`src/rtl/addsub_sequencer_pkg.sv`:
```
// addsub_pkg: shared types and constants for the add/sub command sequencer.
//   op_e      : command opcodes (ADD, SUB, LOADI, MOVE)
//   state_e   : sequencer FSM states (IDLE, EXEC, RESP)
//   DEF_DATA_W/DEF_NREGS : default datapath width and register count
//   FLAG_*    : bit positions inside the {V,N,Z} flags vector
//   calc_flags: derives {V,N,Z} from operand/result sign bits
package addsub_pkg;

  localparam int DEF_DATA_W = 16;
  localparam int DEF_NREGS  = 8;
  localparam int FLAGS_W    = 3;

  localparam int FLAG_Z = 0;
  localparam int FLAG_N = 1;
  localparam int FLAG_V = 2;

  typedef enum logic [1:0] {
    ADD   = 2'b00,
    SUB   = 2'b01,
    LOADI = 2'b10,
    MOVE  = 2'b11
  } op_e;

  typedef enum logic [1:0] {
    IDLE = 2'b00,
    EXEC = 2'b01,
    RESP = 2'b10
  } state_e;

  // Overflow only depends on the sign bits: for SUB the B sign is effectively inverted.
  function automatic logic [FLAGS_W-1:0] calc_flags(
    input logic is_sub,
    input logic a_msb,
    input logic b_msb,
    input logic r_msb,
    input logic r_zero
  );
    logic [FLAGS_W-1:0] f;
    f         = 3'b000;
    f[FLAG_Z] = r_zero;
    f[FLAG_N] = r_msb;
    if (is_sub) begin
      f[FLAG_V] = (a_msb != b_msb) && (r_msb != a_msb);
    end else begin
      f[FLAG_V] = (a_msb == b_msb) && (r_msb != a_msb);
    end
    return f;
  endfunction

endpackage

```
`src/rtl/addsub_sequencer_if.sv`:
```
// addsub_sequencer_if: command and response handshakes of the sequencer.
//   cmd_valid/cmd_ready : command handshake
//   cmd_op/dst/srca/srcb/imm : command payload
//   rsp_valid/rsp_ready : response handshake
//   rsp_data            : value written to the destination register
// master = command issuer / response consumer, slave = sequencer.
interface addsub_sequencer_if
  import addsub_pkg::*;
#(
  parameter int DATA_W = DEF_DATA_W,
  parameter int NREGS  = DEF_NREGS
);

  logic                     cmd_valid;
  logic                     cmd_ready;
  logic [1:0]               cmd_op;
  logic [$clog2(NREGS)-1:0] cmd_dst;
  logic [$clog2(NREGS)-1:0] cmd_srca;
  logic [$clog2(NREGS)-1:0] cmd_srcb;
  logic [DATA_W-1:0]        cmd_imm;
  logic                     rsp_valid;
  logic                     rsp_ready;
  logic [DATA_W-1:0]        rsp_data;

  modport master (
    output cmd_valid, cmd_op, cmd_dst, cmd_srca, cmd_srcb, cmd_imm, rsp_ready,
    input  cmd_ready, rsp_valid, rsp_data
  );

  modport slave (
    input  cmd_valid, cmd_op, cmd_dst, cmd_srca, cmd_srcb, cmd_imm, rsp_ready,
    output cmd_ready, rsp_valid, rsp_data
  );

endinterface

```
`src/rtl/addsub_sequencer_regfile8x16.sv`:
```
// regfile8x16: NREGS x DATA_W register file for the sequencer.
//   Clock/Resetn         : clock, asynchronous active-low clear of all entries
//   we_i/waddr_i/wdata_i : synchronous write port
//   raddr_a_i/rdata_a_o  : asynchronous read port A
//   raddr_b_i/rdata_b_o  : asynchronous read port B
module regfile8x16
  import addsub_pkg::*;
#(
  parameter int DATA_W = DEF_DATA_W,
  parameter int NREGS  = DEF_NREGS
) (
  input  logic                     Clock,
  input  logic                     Resetn,
  input  logic                     we_i,
  input  logic [$clog2(NREGS)-1:0] waddr_i,
  input  logic [DATA_W-1:0]        wdata_i,
  input  logic [$clog2(NREGS)-1:0] raddr_a_i,
  output logic [DATA_W-1:0]        rdata_a_o,
  input  logic [$clog2(NREGS)-1:0] raddr_b_i,
  output logic [DATA_W-1:0]        rdata_b_o
);

  logic [DATA_W-1:0] mem_q [NREGS];

  // Storage: cleared on reset, single write per cycle.
  always_ff @(posedge Clock or negedge Resetn) begin
    if (!Resetn) begin
      for (int i = 0; i < NREGS; i++) begin
        mem_q[i] <= {DATA_W{1'b0}};
      end
    end else if (we_i) begin
      mem_q[waddr_i] <= wdata_i;
    end
  end

  assign rdata_a_o = mem_q[raddr_a_i];
  assign rdata_b_o = mem_q[raddr_b_i];

endmodule

```
`src/rtl/addsub_sequencer.sv`:
```
// addsub_sequencer: command-driven initiator for an external combinational
// add/sub unit. Reads operands from an internal register file, drives the
// adder, writes the result back and returns it over a response handshake.
//   Clock, Resetn        : clock, asynchronous active-low reset
//   cmd_if (slave)       : command/response handshakes and payload
//   adder_add_sub/a/b    : registered adder inputs (held outside EXEC)
//   adder_out            : adder result
//   flags                : {V,N,Z} of last ADD/SUB, only with ADDSUB_FLAGS_EN
// Optional feature macro: ADDSUB_FLAGS_EN.
module addsub_sequencer
  import addsub_pkg::*;
#(
  parameter int DATA_W = DEF_DATA_W,
  parameter int NREGS  = DEF_NREGS
) (
  input  logic                  Clock,
  input  logic                  Resetn,
  addsub_sequencer_if.slave     cmd_if,
  output logic                  adder_add_sub,
  output logic [DATA_W-1:0]     adder_a,
  output logic [DATA_W-1:0]     adder_b,
  input  logic [DATA_W-1:0]     adder_out
`ifdef ADDSUB_FLAGS_EN
  ,
  output logic [FLAGS_W-1:0]    flags
`endif
);

  localparam int AW = $clog2(NREGS);

  state_e            state_q, state_d;
  op_e               op_q, op_d;
  logic [AW-1:0]     dst_q, dst_d;
  logic [DATA_W-1:0] imm_q, imm_d;
  logic [DATA_W-1:0] a_q, a_d;
  logic [DATA_W-1:0] b_q, b_d;
  logic              add_sub_q, add_sub_d;
  logic              rsp_valid_q, rsp_valid_d;
  logic [DATA_W-1:0] rsp_data_q, rsp_data_d;
  logic              cmd_ready_q, cmd_ready_d;
`ifdef ADDSUB_FLAGS_EN
  logic [FLAGS_W-1:0] flags_q, flags_d;
`endif

  logic [DATA_W-1:0] rd_a_s;
  logic [DATA_W-1:0] rd_b_s;
  logic [DATA_W-1:0] result_s;
  logic              we_s;

  regfile8x16 #(
    .DATA_W (DATA_W),
    .NREGS  (NREGS)
  ) u_regfile (
    .Clock     (Clock),
    .Resetn    (Resetn),
    .we_i      (we_s),
    .waddr_i   (dst_q),
    .wdata_i   (result_s),
    .raddr_a_i (cmd_if.cmd_srca),
    .rdata_a_o (rd_a_s),
    .raddr_b_i (cmd_if.cmd_srcb),
    .rdata_b_o (rd_b_s)
  );

  // Result select: MOVE reuses the latched A operand, which already holds R[srca].
  always_comb begin
    result_s = adder_out;
    case (op_q)
      ADD, SUB: result_s = adder_out;
      LOADI:    result_s = imm_q;
      MOVE:     result_s = a_q;
      default:  result_s = adder_out;
    endcase
  end

  // Next-state and datapath next values; everything holds unless a state acts on it.
  always_comb begin
    state_d     = state_q;
    op_d        = op_q;
    dst_d       = dst_q;
    imm_d       = imm_q;
    a_d         = a_q;
    b_d         = b_q;
    add_sub_d   = add_sub_q;
    rsp_valid_d = rsp_valid_q;
    rsp_data_d  = rsp_data_q;
    cmd_ready_d = cmd_ready_q;
    we_s        = 1'b0;
`ifdef ADDSUB_FLAGS_EN
    flags_d     = flags_q;
`endif
    case (state_q)
      IDLE: begin
        if (cmd_if.cmd_valid) begin
          op_d        = op_e'(cmd_if.cmd_op);
          dst_d       = cmd_if.cmd_dst;
          imm_d       = cmd_if.cmd_imm;
          a_d         = rd_a_s;
          b_d         = rd_b_s;
          add_sub_d   = cmd_if.cmd_op[0];
          cmd_ready_d = 1'b0;
          state_d     = EXEC;
        end else begin
          state_d     = IDLE;
        end
      end
      EXEC: begin
        // Write-back does not wait for the consumer.
        we_s        = 1'b1;
        rsp_data_d  = result_s;
        rsp_valid_d = 1'b1;
        state_d     = RESP;
`ifdef ADDSUB_FLAGS_EN
        if ((op_q == ADD) || (op_q == SUB)) begin
          flags_d = calc_flags(op_q == SUB, a_q[DATA_W-1], b_q[DATA_W-1],
                               result_s[DATA_W-1], result_s == {DATA_W{1'b0}});
        end else begin
          flags_d = flags_q;
        end
`endif
      end
      RESP: begin
        if (cmd_if.rsp_ready) begin
          rsp_valid_d = 1'b0;
          cmd_ready_d = 1'b1;
          state_d     = IDLE;
        end else begin
          state_d     = RESP;
        end
      end
      default: begin
        rsp_valid_d = 1'b0;
        cmd_ready_d = 1'b1;
        state_d     = IDLE;
      end
    endcase
  end

  // FSM state register.
  always_ff @(posedge Clock or negedge Resetn) begin
    if (!Resetn) begin
      state_q <= IDLE;
    end else begin
      state_q <= state_d;
    end
  end

  // Datapath and output registers; reset drops any in-flight command.
  always_ff @(posedge Clock or negedge Resetn) begin
    if (!Resetn) begin
      op_q        <= ADD;
      dst_q       <= {AW{1'b0}};
      imm_q       <= {DATA_W{1'b0}};
      a_q         <= {DATA_W{1'b0}};
      b_q         <= {DATA_W{1'b0}};
      add_sub_q   <= 1'b0;
      rsp_valid_q <= 1'b0;
      rsp_data_q  <= {DATA_W{1'b0}};
      cmd_ready_q <= 1'b1;
`ifdef ADDSUB_FLAGS_EN
      flags_q     <= 3'b000;
`endif
    end else begin
      op_q        <= op_d;
      dst_q       <= dst_d;
      imm_q       <= imm_d;
      a_q         <= a_d;
      b_q         <= b_d;
      add_sub_q   <= add_sub_d;
      rsp_valid_q <= rsp_valid_d;
      rsp_data_q  <= rsp_data_d;
      cmd_ready_q <= cmd_ready_d;
`ifdef ADDSUB_FLAGS_EN
      flags_q     <= flags_d;
`endif
    end
  end

  assign cmd_if.cmd_ready = cmd_ready_q;
  assign cmd_if.rsp_valid = rsp_valid_q;
  assign cmd_if.rsp_data  = rsp_data_q;
  assign adder_add_sub    = add_sub_q;
  assign adder_a          = a_q;
  assign adder_b          = b_q;
`ifdef ADDSUB_FLAGS_EN
  assign flags            = flags_q;
`endif

endmodule

```
`src/flat_wrapper.sv`:
```
// flat-port wrapper written by rule: the top's interface ports become plain ports
module addsub_sequencer_flat import addsub_pkg::*;
#(
  parameter int DATA_W = DEF_DATA_W,
  parameter int NREGS  = DEF_NREGS
)
  (Clock, Resetn, adder_add_sub, adder_a, adder_b, adder_out, cmd_if_cmd_valid, cmd_if_cmd_op, cmd_if_cmd_dst, cmd_if_cmd_srca, cmd_if_cmd_srcb, cmd_if_cmd_imm, cmd_if_rsp_ready, cmd_if_cmd_ready, cmd_if_rsp_valid, cmd_if_rsp_data);
  addsub_sequencer_if #(.DATA_W(DATA_W), .NREGS(NREGS)) cmd_if_i ();
  input  logic Clock;
  input  logic Resetn;
  output logic adder_add_sub;
  output logic [DATA_W-1:0] adder_a;
  output logic [DATA_W-1:0] adder_b;
  input  logic [DATA_W-1:0] adder_out;
  input wire logic [$bits(cmd_if_i.cmd_valid)-1:0] cmd_if_cmd_valid;
  input wire logic [$bits(cmd_if_i.cmd_op)-1:0] cmd_if_cmd_op;
  input wire logic [$bits(cmd_if_i.cmd_dst)-1:0] cmd_if_cmd_dst;
  input wire logic [$bits(cmd_if_i.cmd_srca)-1:0] cmd_if_cmd_srca;
  input wire logic [$bits(cmd_if_i.cmd_srcb)-1:0] cmd_if_cmd_srcb;
  input wire logic [$bits(cmd_if_i.cmd_imm)-1:0] cmd_if_cmd_imm;
  input wire logic [$bits(cmd_if_i.rsp_ready)-1:0] cmd_if_rsp_ready;
  output wire logic [$bits(cmd_if_i.cmd_ready)-1:0] cmd_if_cmd_ready;
  output wire logic [$bits(cmd_if_i.rsp_valid)-1:0] cmd_if_rsp_valid;
  output wire logic [$bits(cmd_if_i.rsp_data)-1:0] cmd_if_rsp_data;
  assign cmd_if_i.cmd_valid = cmd_if_cmd_valid;
  assign cmd_if_i.cmd_op = cmd_if_cmd_op;
  assign cmd_if_i.cmd_dst = cmd_if_cmd_dst;
  assign cmd_if_i.cmd_srca = cmd_if_cmd_srca;
  assign cmd_if_i.cmd_srcb = cmd_if_cmd_srcb;
  assign cmd_if_i.cmd_imm = cmd_if_cmd_imm;
  assign cmd_if_i.rsp_ready = cmd_if_rsp_ready;
  assign cmd_if_cmd_ready = cmd_if_i.cmd_ready;
  assign cmd_if_rsp_valid = cmd_if_i.rsp_valid;
  assign cmd_if_rsp_data = cmd_if_i.rsp_data;
  addsub_sequencer #(.DATA_W(DATA_W), .NREGS(NREGS)) u_core (.Clock(Clock), .Resetn(Resetn), .cmd_if(cmd_if_i), .adder_add_sub(adder_add_sub), .adder_a(adder_a), .adder_b(adder_b), .adder_out(adder_out));
endmodule
```
`config.mk`:
```
export PLATFORM = sky130hd
export DESIGN_NAME = addsub_sequencer_flat
export DESIGN_NICKNAME = d
export VERILOG_FILES = /design/src/rtl/addsub_sequencer_pkg.sv /design/src/rtl/addsub_sequencer_if.sv /design/src/rtl/addsub_sequencer_regfile8x16.sv /design/src/rtl/addsub_sequencer.sv /design/src/flat_wrapper.sv
export SDC_FILE = /design/constraint.sdc
export NUM_CORES = 1
export LEC_CHECK = 0
export ABC_AREA = 1
export CAP_MARGIN = 0
export CORE_AREA = 2 2 229 163
export CTS_BUF_LIST = sky130_fd_sc_hd__clkbuf_8 sky130_fd_sc_hd__clkbuf_16
export CTS_CLUSTER_DIAMETER = 150
export DETAILED_ROUTE_END_ITERATION = 6
export DIE_AREA = 0 0 231 165
export PLACE_DENSITY_LB_ADDON = 0.12
export SYNTH_ARGS = -nofsm -noshare
export SYNTH_HDL_FRONTEND = slang
export SYNTH_HIERARCHICAL = 1
export SYNTH_SLANG_ARGS = --single-unit
```
`constraint.sdc`:
```
create_clock -name Clock -period 3 [get_ports Clock]
set_input_delay 0.3 -clock Clock [delete_from_list [all_inputs] [get_ports Clock]]
set_output_delay 0.3 -clock Clock [all_outputs]
set_load 0.005 [all_outputs]
```
==> flow_summary.json <==
{
  "status": "finished, final reports clean",
  "use_met3_pct": 2.28,
  "syn_avg_cell_area_um2": 6.92,
  "timing.slew.headroom_pct": 29.1,
  "start_util_pct": 29.9,
  "synth_most_common_cell": "nand2_1",
  "synthTopCellsByCount": "nand2_1, dfrtp_1, nand3_1",
  "die_w_um": 231,
  "hold_viol": 0,
  "gp_congestion": 0.821,
  "cp_max_fo": 20,
  "synth-seq-cells": 201,
  "tightest_slew_ns": 1.06,
  "rsz0062_at_grt": "false",
  "final_nets": 1651,
  "detail_route.iter0.violations": 1104,
  "drc": 0,
  "numCtsBuffers": 22,
  "numPortBuffers": 97,
  "drive_above_1_share_pct": 5.44,
  "syn-num-nets": 1590,
  "drv_slew": 0,
  "async_reset_ff_share_pct": 100,
  "routed_wl_um": 39200,
  "clockBufferDepth": 3,
  "max_stage_delay_ns": 0.45,
  "crit_path_start_kind": "flop",
  "fin_crit_ns": 1.97,
  "antenna_found_initial": 0,
  "detail-route-antenna-nets": 0,
  "cts_num_sinks": 201,
  "clk_pin_slew_ns": 0.06,
  "synth_edf_count": 0,
  "clk_latency_ns": 0.54,
  "ys.flop_type": "dfrtp_1",
  "fillCellCount": 3898,
  "synth.cell_area_um2": 10700,
  "crit_family": "buffers and inverters",
  "core_um2": 35700,
  "maxCapViolations": 0,
  "grt_first_pass_wirelength_um": 59700,
  "post-dp-hpwl_um": 25000,
  "synth_seq_area_share_pct": 47.1,
  "skew_ns": 0.0250,
  "grt_util_met2_pct": 30.0,
  "p_per_area_nw_per_um2": 1010,
  "critical_path.cell_chain": "nor2_4, buf_4, nand2_1, inv_1, nand2_1, buf_4, nand2_1, o21ai_0",
  "io_pins": 98,
  "die_y_um": 165,
  "critPathArrivalTime_ns": 2.36,
  "htreeDepth": 1,
  "path_common_cell": "nand2_1",
  "design_area_um2": 12700,
  "max_freq_mhz": 509,
  "min_period_over_period_pct": 65.5,
  "synth_top_area_share_pct": 46.8,
  "vias": 9987,
  "setup_viol": 0,
  "cts_root_buf": "clkbuf_16",
  "synth_cell_types": 19,
  "ys_warn_count": 6,
  "slowest_stage": "dfrtp_1",
  "grt_use_met1_pct": 32.9,
  "num_rows": 58,
  "worst-path-buf-inv": 3,
  "fin_tns_setup_ns": 0,
  "hold_buffers": 1,
  "end_kind": "flop",
  "grt_max_degree": 73,
  "critPathRequiredTime_ns": 3.40,
  "ir_worst_vdd_mv": 0.489,
  "drtPass1Iterations": 6,
  "leakage_nw": 6.85,
  "yosys.area.top_type": "dfrtp_1",
  "place_area_um2": 12000,
  "cts_tree": "yes",
  "postCtsSetupRepairBufs": 0,
  "grt_pass1_vias": 9255,
  "grt_most_used_layer": "met1",
  "fp.dieArea_um2": 38100,
  "path_class": "flop to flop",
  "wl_per_cell_um": 18.7,
  "grt_usage_pct": 20.8,
  "antennaDiodeCount": 0,
  "rrSetupSlack_ns": 1.03,
  "yosys-top-cells-area": "dfrtp_1, nand2_1, nand3_1, o21ai_0, inv_1",
  "area_growth_pct": 18.8,
  "syn_inst": 1543,
  "cts_resized": 0,
  "via_per_inst": 4.76,
  "overflow": 0,
  "hp-class": "input port to flop"
}
==> flip-flops by register name (all words and copies together) (netlist names), 2 cells and up <==
register / count
u_core/adder_b: 16
u_core/cmd_if.rsp_data: 16
u_core/state_q: 2
u_core/adder_a: 16
u_core/imm_q: 16
u_core/op_q: 2
u_core/dst_q: 3
u_core/u_regfile/mem_q: 128
==> per-layer routing <==
layer	share of wire (%)	wire, µm
met4	1.8	706
met2	41	16000
met3	5.9	2320
met1	51	20100
met5	0	0
==> power by group <==
group          leakage [nW]  internal (mW)  switching (mW)
clock                 0.356           1.40            1.16
combinational          4.10           1.90            3.30
sequential             2.39           4.07           0.927
==> worst paths after layout <==
path                                                to  cells after the start               start
setup / recovery            u_core/u_regfile/mem_q[64]                      8   u_core/state_q[1]
hold / removal                        u_core/imm_q[10]                      3  cmd_if_cmd_imm[10]
setup reg to reg            u_core/u_regfile/mem_q[64]                      8   u_core/state_q[1]
hold reg to reg                     u_core/adder_b[15]                      2  u_core/adder_b[15]
max in group asynchronous      u_core/cmd_if.cmd_ready                      3              Resetn
min in group asynchronous  u_core/u_regfile/mem_q[112]                      2              Resetn
==> worst min-delay path, cell delays in order <==
cell	delay [ns]
clkdlybuf4s50_1	0.40
nand2_1	0.07
nand2_1	0.05
==> final cells by class <==
cell class / instances / area (µm²) / area share [%]
Inverter: 160 / 601 / 4.73
Sequential cell: 201 / 5030 / 39.6
Tap cell: 480 / 601 / 4.73
Timing Repair Buffer: 128 / 1240 / 9.75
Clock buffer: 25 / 592 / 4.66
Multi-Input combinational cell: 1091 / 4560 / 35.9
Clock inverter: 13 / 67.6 / 0.532
==> placed cells by master (no fill, tap or decap) <==
cell type | Yosys | layout
nand3_1 | 168 | 168
buf_4 | 6 | 27
dfrtp_1 | 200 | 200
o21ai_0 | 133 | 133
clkdlybuf4s50_1 | 0 | 94
clkinv_8 | 0 | 1
nor3_4 | 1 | 1
dlygate4sd3_1 | 0 | 1
clkbuf_8 | 0 | 4
inv_2 | 9 | 9
nor2_1 | 3 | 3
nand3_2 | 9 | 9
clkbuf_16 | 0 | 22
nand2_2 | 1 | 1
buf_12 | 0 | 3
clkinv_2 | 0 | 5
dfstp_2 | 1 | 1
nor2_4 | 2 | 2
buf_2 | 49 | 2
nor2_2 | 1 | 1
inv_1 | 151 | 158
nand2_1 | 773 | 773
==> through the flow <==
| stage | setup slack [ns] | hold slack, ns | util [%] | cells | power, mW |
|---|---|---|---|---|---|
| floorplan | 1.40 | 0.00441 | - | 1543 | 7.99 |
| global placement | 1.00 | 0.368 | 33.7 | 2059 | 10.2 |
| detailed placement | 1.02 | 0.374 | 33.7 | 2059 | 10.2 |
| CTS | 1.03 | 0.299 | 35.5 | 2098 | 12.9 |
| global route | 0.903 | 0.318 | 35.5 | 2098 | 13.9 |
| finish | 1.03 | 0.318 | 35.5 | 2098 | 12.8 |
==> cell families after synthesis <==
kind of cell           synth area share, %
buffers and inverters                 10.2
AND/OR/NAND/NOR                       36.5
AO/OA/AOI/OAI                         6.23
flip-flops                            47.1
Note: power is estimated with default switching activity, not from simulation.
